==> config.mk <==
export PLATFORM = sky130hd
export DESIGN_NAME = cg_disparity_eval
export DESIGN_NICKNAME = d
export VERILOG_FILES = /design/src/rtl/rx_disparity_checker_pkg.sv /design/src/rtl/rx_disparity_checker_eval.sv
export SDC_FILE = /design/constraint.sdc
export NUM_CORES = 1
export LEC_CHECK = 0
export CORE_AREA = 2 2 39 41
export DETAILED_ROUTE_END_ITERATION = 8
export DIE_AREA = 0 0 41 43
export GPL_TIMING_DRIVEN = 0
export PLACE_DENSITY = 0.58
export SYNTH_ARGS = -nofsm -noshare
export SYNTH_HDL_FRONTEND = slang
export SYNTH_SLANG_ARGS = --single-unit
==> constraint.sdc <==
create_clock -name vclk -period 13.24
set_input_delay 3.31 -clock vclk [all_inputs]
set_output_delay 3.31 -clock vclk [all_outputs]
set_load 0.005 [all_outputs]
==> src/rtl/rx_disparity_checker_pkg.sv <==
// Shared PCS definitions for 8b/10b running-disparity checking: special sub-block
// patterns, RD encodings, checker FSM states and the per-code-group result payload.
package rx_disparity_checker_pkg;

  localparam int unsigned CG_W = 10;

  localparam logic [5:0] PAT6_POS = 6'b000111;
  localparam logic [5:0] PAT6_NEG = 6'b111000;
  localparam logic [3:0] PAT4_POS = 4'b0011;
  localparam logic [3:0] PAT4_NEG = 4'b1100;

  localparam logic RD_NEG = 1'b0;
  localparam logic RD_POS = 1'b1;

  typedef enum logic [1:0] {
    ST_INIT  = 2'd0,
    ST_TRACK = 2'd1,
    ST_LOST  = 2'd2
  } state_t;

  typedef struct packed {
    logic rd;
    logic disp_err;
    logic cv_err;
  } cg_eval_t;

  function automatic logic [2:0] count_ones6(input logic [5:0] v);
    logic [2:0] n;
    n = '0;
    for (int i = 0; i < 6; i++) n = n + 3'(v[i]);
    return n;
  endfunction

  function automatic logic [2:0] count_ones4(input logic [3:0] v);
    logic [2:0] n;
    n = '0;
    for (int i = 0; i < 4; i++) n = n + 3'(v[i]);
    return n;
  endfunction

endpackage

==> src/rtl/rx_disparity_checker_eval.sv <==
// Combinational disparity evaluation of one code-group: 6b sub-block first, then the
// 4b sub-block starting from the RD left by the 6b sub-block.
module cg_disparity_eval
  import rx_disparity_checker_pkg::*;
(
  input  logic [CG_W-1:0] code_group,
  input  logic            rd_entry,
  output cg_eval_t        eval_c
);

  logic [5:0] sb6;
  logic [3:0] sb4;
  logic [2:0] ones6;
  logic [2:0] ones4;
  logic       rd_mid;
  logic       err6;
  logic       err4;

  assign sb6   = code_group[9:4];
  assign sb4   = code_group[3:0];
  assign ones6 = count_ones6(sb6);
  assign ones4 = count_ones4(sb4);

  always_comb begin
    rd_mid = rd_entry;
    err6   = 1'b0;
    err4   = 1'b0;
    eval_c = '0;

    if ((ones6 > 3'd3) || (sb6 == PAT6_POS)) begin
      err6   = (rd_entry != RD_NEG);
      rd_mid = RD_POS;
    end else if ((ones6 < 3'd3) || (sb6 == PAT6_NEG)) begin
      err6   = (rd_entry != RD_POS);
      rd_mid = RD_NEG;
    end

    eval_c.rd = rd_mid;
    if ((ones4 > 3'd2) || (sb4 == PAT4_POS)) begin
      err4      = (rd_mid != RD_NEG);
      eval_c.rd = RD_POS;
    end else if ((ones4 < 3'd2) || (sb4 == PAT4_NEG)) begin
      err4      = (rd_mid != RD_POS);
      eval_c.rd = RD_NEG;
    end

    eval_c.disp_err = err6 | err4;
    eval_c.cv_err   = (ones6 < 3'd2) || (ones6 > 3'd4) || (ones4 < 3'd1) || (ones4 > 3'd3);
  end

endmodule

==> results.toml, run 1 <==
[placed_design]
dp_hpwl_um = 661
placed_cells = 81
portBuffers = 14
place.gp.congestion = 0.647
place_ws_ps = 3140

[critical_path]
crit_fanout = 3
critPathRequiredTime_ps = 9930
cpPeakStageDelay_ps = 550
cp.arrival_ps = 6760
crit_type = "in2out"
start_kind = "input port"
path_cells = "clkdlybuf4s50_1, fa_1, inv_1, fa_1, inv_1, ha_1, inv_1, fa_1, nor2b_1, o22ai_2, mux2i_1, a311oi_1, clkdlybuf4s50_1"
crit_slowest_cell = "fa_1"
worstSetupEndpointType = "output port"

[global_routing]
grt_overflow_total = 0
globalRouteMet3Util_pct = 0
grt_util_all_layers_pct = 9.53
grt_use_met2_pct = 17.8
grt_pass1_wl_um = 1260
grt_antenna_before_repair = 0
grtUsageMet1_pct = 12.2
grt_pass1_vias = 347
grt_max_degree = 5
grt-busiest-layer = "met2"

[layout]
most-common-layout-cells = "inv_1, clkdlybuf4s50_1, ha_1"
n_sequential_cell = 0
regArea_um2 = 0
drive_gt1_share_pct = 4.62
num_antenna_cells = 0
area_growth_pct = 38.1
nClkBuffers = 0
finalNonFillerCells = 81
fin_nets = 92

[route]
ant_nets = 0
wl_um = 743
avgViaCountPerCell = 4.59
drtPass1Iterations = 2
vias = 372
drc = 0
routedWlPerCell_um = 9.17
drtIter0Drc = 1

[die]
die_x_um = 41
ios = 14
dieHeight_um = 43
coreArea_um2 = 1380
rows = 14
die_area_um2 = 1760
start_util_pct = 30.4

[clock_tree]
postCtsSetupBuffers = 0
hold_buffers = 0
cts_resized = 0

[power_and_ir_drop]
p_leak_uw = 0.000284
ir_drop_mv = 0.0239
p_per_area_nw_per_um2 = 56.2

[synthesis]
yosysUniqueCellTypes = 20
synth_top_area_cell = "ha_1"
syn_inst = 51
avgSynthCellArea_um2 = 8.24
yosysSeqAreaShare_pct = 0
synth_area_leaders = "ha_1, fa_1, inv_1"
syn_nets = 76
synth_area_um2 = 420
synth_top_area_share_pct = 29.8
yosys_warnings = 0

[timing]
rsz0062_at_grt = "false"
setup_viol = 0
tightestPinTransition_ps = 251
fin_tns_setup_ps = 0
slew_violations = 0
post-route-period-util_pct = 76.0
worst_slack_ps = 3170
maxSlewHeadroom_pct = 83.3
fmax_mhz = 99.3
hold_violations = 0
fin_crit_ps = 10070

[job]
maxCapViolations = 0

[status]
outcome = "complete, no violations"

[worst_hold_path]
min_to = "eval_c[1]"
holdCritStartpoint = "rd_entry"
hp-class = "in2out"
holdPathStages = 3
how the worst max path moves through the flow:
stage / start / endpoint / slack (ps) / depth (start not counted)
floorplan: code_group[4] / eval_c[1] / 4240 / 11
global placement: code_group[4] / eval_c[1] / 3160 / 13
detailed placement: code_group[4] / eval_c[1] / 3140 / 13
CTS: code_group[4] / eval_c[1] / 3140 / 13
global route: code_group[4] / eval_c[1] / 3050 / 13
finish: code_group[4] / eval_c[1] / 3170 / 13
worst max-delay path, delay by kind of cell:
family	cells	cell delay, ps
simple gates	1	150
compound gates	2	370
fa+ha+maj	4	1640
mux	1	130
buf+inv	5	1160
kinds of logic after synthesis:
| group | share of synthesized area [%] |
|---|---|
| mux | 4.76 |
| fa+ha+maj | 48.8 |
| buf+inv | 12.5 |
| simple gates | 19.0 |
| compound gates | 14.9 |
cells in the mapped netlist:
cell and number:
nand2b_1 1, a31oi_1 1, nand4_1 1, a211o_1 1
o22ai_2 1, nor3b_2 1, a311oi_1 1, nor4_1 1
nor3_1 1, nor2_1 3, a21oi_1 2, ha_1 10
mux2i_1 2, o32a_1 1, fa_1 4, nand2_1 3
o22ai_1 1, nor4b_2 1, inv_1 14, nor2b_1 1
layer usage:
layer,vias to the layer above,part of all wire [%]
li1,197,-
met1,166,43
met2,9,51
met3,0,5.5
met4,0,0
met5,-,0
stage by stage:
step                instance area [um2]  util (%)  total power, uW  hold slack (ps)
floorplan                           420         -             19.9             6700
global placement                    581      42.0             32.3             7680
detailed placement                  581      42.0             32.6             7690
CTS                                 581      42.0             32.9             7690
global route                        581      42.0             36.3             7730
finish                              581      42.0             32.6             7690
layout make-up:
class              instances  area, um2
multi-input cells         37        368
inverters                 14       52.6
repair buffers            14        140
well taps                 16       20.0
fillers                  142        803
power breakdown:
part / switching [uW] / internal [uW]
Clock: 0 / 0
Combinational: 14.4 / 18.2
Sequential: 0 / 0
Note: power is estimated with default switching activity, not from simulation.
==> run 2, diff against run 1 <==
==> constraint.sdc (replaced) <==
create_clock -name vclk -period 9.85
set_input_delay 2.4625 -clock vclk [all_inputs]
set_output_delay 2.4625 -clock vclk [all_outputs]
set_load 0.005 [all_outputs]
==> results of run 2 <==
The final DEF is identical to that of run 1. Status: complete, no violations.
Among the figures that moved: setup slack after placement 3140 ps -> 1450 ps; setup slack after layout 3170 ps -> 1480 ps; hold slack 7690 ps -> 6000 ps; total power 32.6 uW -> 43.8 uW; worst IR drop on VDD 0.0239 mV -> 0.0321 mV
==> run 3, diff against run 2 <==
--- a/config.mk
+++ b/config.mk
@@ -9,7 +9,7 @@
 export DETAILED_ROUTE_END_ITERATION = 8
 export DIE_AREA = 0 0 41 43
 export GPL_TIMING_DRIVEN = 0
-export PLACE_DENSITY = 0.58
+export PLACE_DENSITY = 0.6
 export SYNTH_ARGS = -nofsm -noshare
 export SYNTH_HDL_FRONTEND = slang
 export SYNTH_SLANG_ARGS = --single-unit
==> constraint.sdc (replaced) <==
create_clock -name vclk -period 7.03
set_input_delay 1.7575 -clock vclk [all_inputs]
set_output_delay 1.7575 -clock vclk [all_outputs]
set_load 0.005 [all_outputs]
==> results.toml, run 3 (synthesized netlist as in run 1, its figures left out) <==
[global_routing]
grt_util_all_layers_pct = 8.53
grt_antenna_before_repair = 0
grt_pass1_vias = 326
grt_pass1_wl_um = 1140
grt_overflow_total = 0
grt_max_degree = 5

[layout]
area_growth_pct = 38.7
n_sequential_cell = 0
final_common_cell = "inv_1"
fillers = 151
drive_gt1_share_pct = 4.62
regArea_um2 = 0
most-common-layout-cells = "inv_1, clkdlybuf4s50_1, ha_1"
nClkBuffers = 0
num_antenna_cells = 0
fin_area_um2 = 583
fin_nets = 92

[power_and_ir_drop]
p_switching_uw = 27.2
p_leak_uw = 0.000290
comb_power_share_pct = 100.0
clkPwrFrac_pct = 0
swShare_pct = 44.7
seq_power_share_pct = 0
p_int_uw = 33.6
ir_drop_mv = 0.0462
p_per_area_nw_per_um2 = 104

[route]
ant_nets = 0
vias = 388
drtIter0Drc = 4
avgViaCountPerCell = 4.79
drc = 0
wl_um = 743
drtPass1Iterations = 4
routedWlPerCell_um = 9.17

[timing]
fmax_mhz = 147
fin_crit_ps = 6790
slew_violations = 0
fin_tns_setup_ps = 0
post-route-period-util_pct = 96.6
tightestPinTransition_ps = 295
maxSlewHeadroom_pct = 80.3
rsz0062_at_grt = "false"
hold_violations = 0
setup_viol = 0

[die]
die_area_um2 = 1760
start_util_pct = 30.4
coreArea_um2 = 1380
rows = 14
die_x_um = 41
dieHeight_um = 43
ios = 14

[placed_design]
portBuffers = 14
dp_hpwl_um = 669
place.gp.congestion = 0.619
postPlaceCellArea_um2 = 581

[critical_path]
critPathRequiredTime_ps = 5270
worst-path-buf-inv = 5
path_cells = "clkdlybuf4s50_1, fa_1, inv_1, fa_1, inv_1, ha_1, inv_1, fa_1, nor2b_1, o22ai_2, nor2_1, o32a_1, clkdlybuf4s50_1"
crit_type = "in2out"
cp.arrival_ps = 5030
worstSetupEndpointType = "output port"
crit_fanout = 3
crit_family = "adder cells"
crit_slowest_cell = "fa_1"
start_kind = "input port"
cpPeakStageDelay_ps = 550

[clock_tree]
hold_buffers = 0
postCtsSetupBuffers = 0
cts_resized = 0

[worst_hold_path]
hp-class = "in2out"
min_to = "eval_c[1]"
holdCritStartpoint = "rd_entry"
holdPathStages = 3

[job]
maxCapViolations = 0

[status]
outcome = "complete, no violations"
[run 3: metal layers]
| layer | share of wire (%) | track usage (%) | vias to the layer above | routed length [um] |
|---|---|---|---|---|
| met2 | 50 | 16.3 | 9 | 375 |
| met5 | 0 | 0 | - | 0 |
| li1 | - | - | 198 | - |
| met3 | 4.4 | 0 | 0 | 33 |
| met4 | 0 | 0 | 0 | 0 |
| met1 | 45 | 10.6 | 181 | 334 |
[run 3: how the worst max path moves through the flow]
| stage | startpoint | endpoint | cells after the start | slack, ps |
|---|---|---|---|---|
| final | code_group[4] | eval_c[2] | 13 | 240 |
| after global routing | code_group[4] | eval_c[2] | 13 | 80 |
| after CTS | code_group[4] | eval_c[1] | 13 | 20 |
| after detailed placement | code_group[4] | eval_c[1] | 13 | 20 |
| after global placement | code_group[4] | eval_c[1] | 13 | 60 |
| after floorplan | code_group[4] | eval_c[1] | 11 | 1140 |
[run 3: stage by stage]
step,hold slack (ps),power [uW],cells,setup slack [ps],utilization [%]
after floorplan,3590,37.5,51,1140,-
after global placement,4570,60.7,81,58.7,42.0
after detailed placement,4580,62.0,81,20.9,42.0
after CTS,4580,62.6,81,18.1,42.0
after global routing,4300,68.0,81,77.1,42.1
final,4280,60.8,81,239,42.1
[run 3: tightest hold or removal path, stage by stage]
cell and delay (ps):
clkdlybuf4s50_1 520, a311oi_1 100, dlymetal6s2s_1 150
[run 3: power groups by stage]
stage	clock network, uW	logic (uW)	registers (uW)
detailed placement	0	62.0	0
global route	0	68.0	0
global placement	0	60.7	0
floorplan	0	37.5	0
finish	0	60.8	0
CTS	0	62.6	0
[run 3: area by class of cell]
type               instances  area [um2]  area share [%]
multi-input cells         37         368            63.1
inverters                 14        52.6            9.01
well taps                 16        20.0            3.43
repair buffers            14         143            24.5
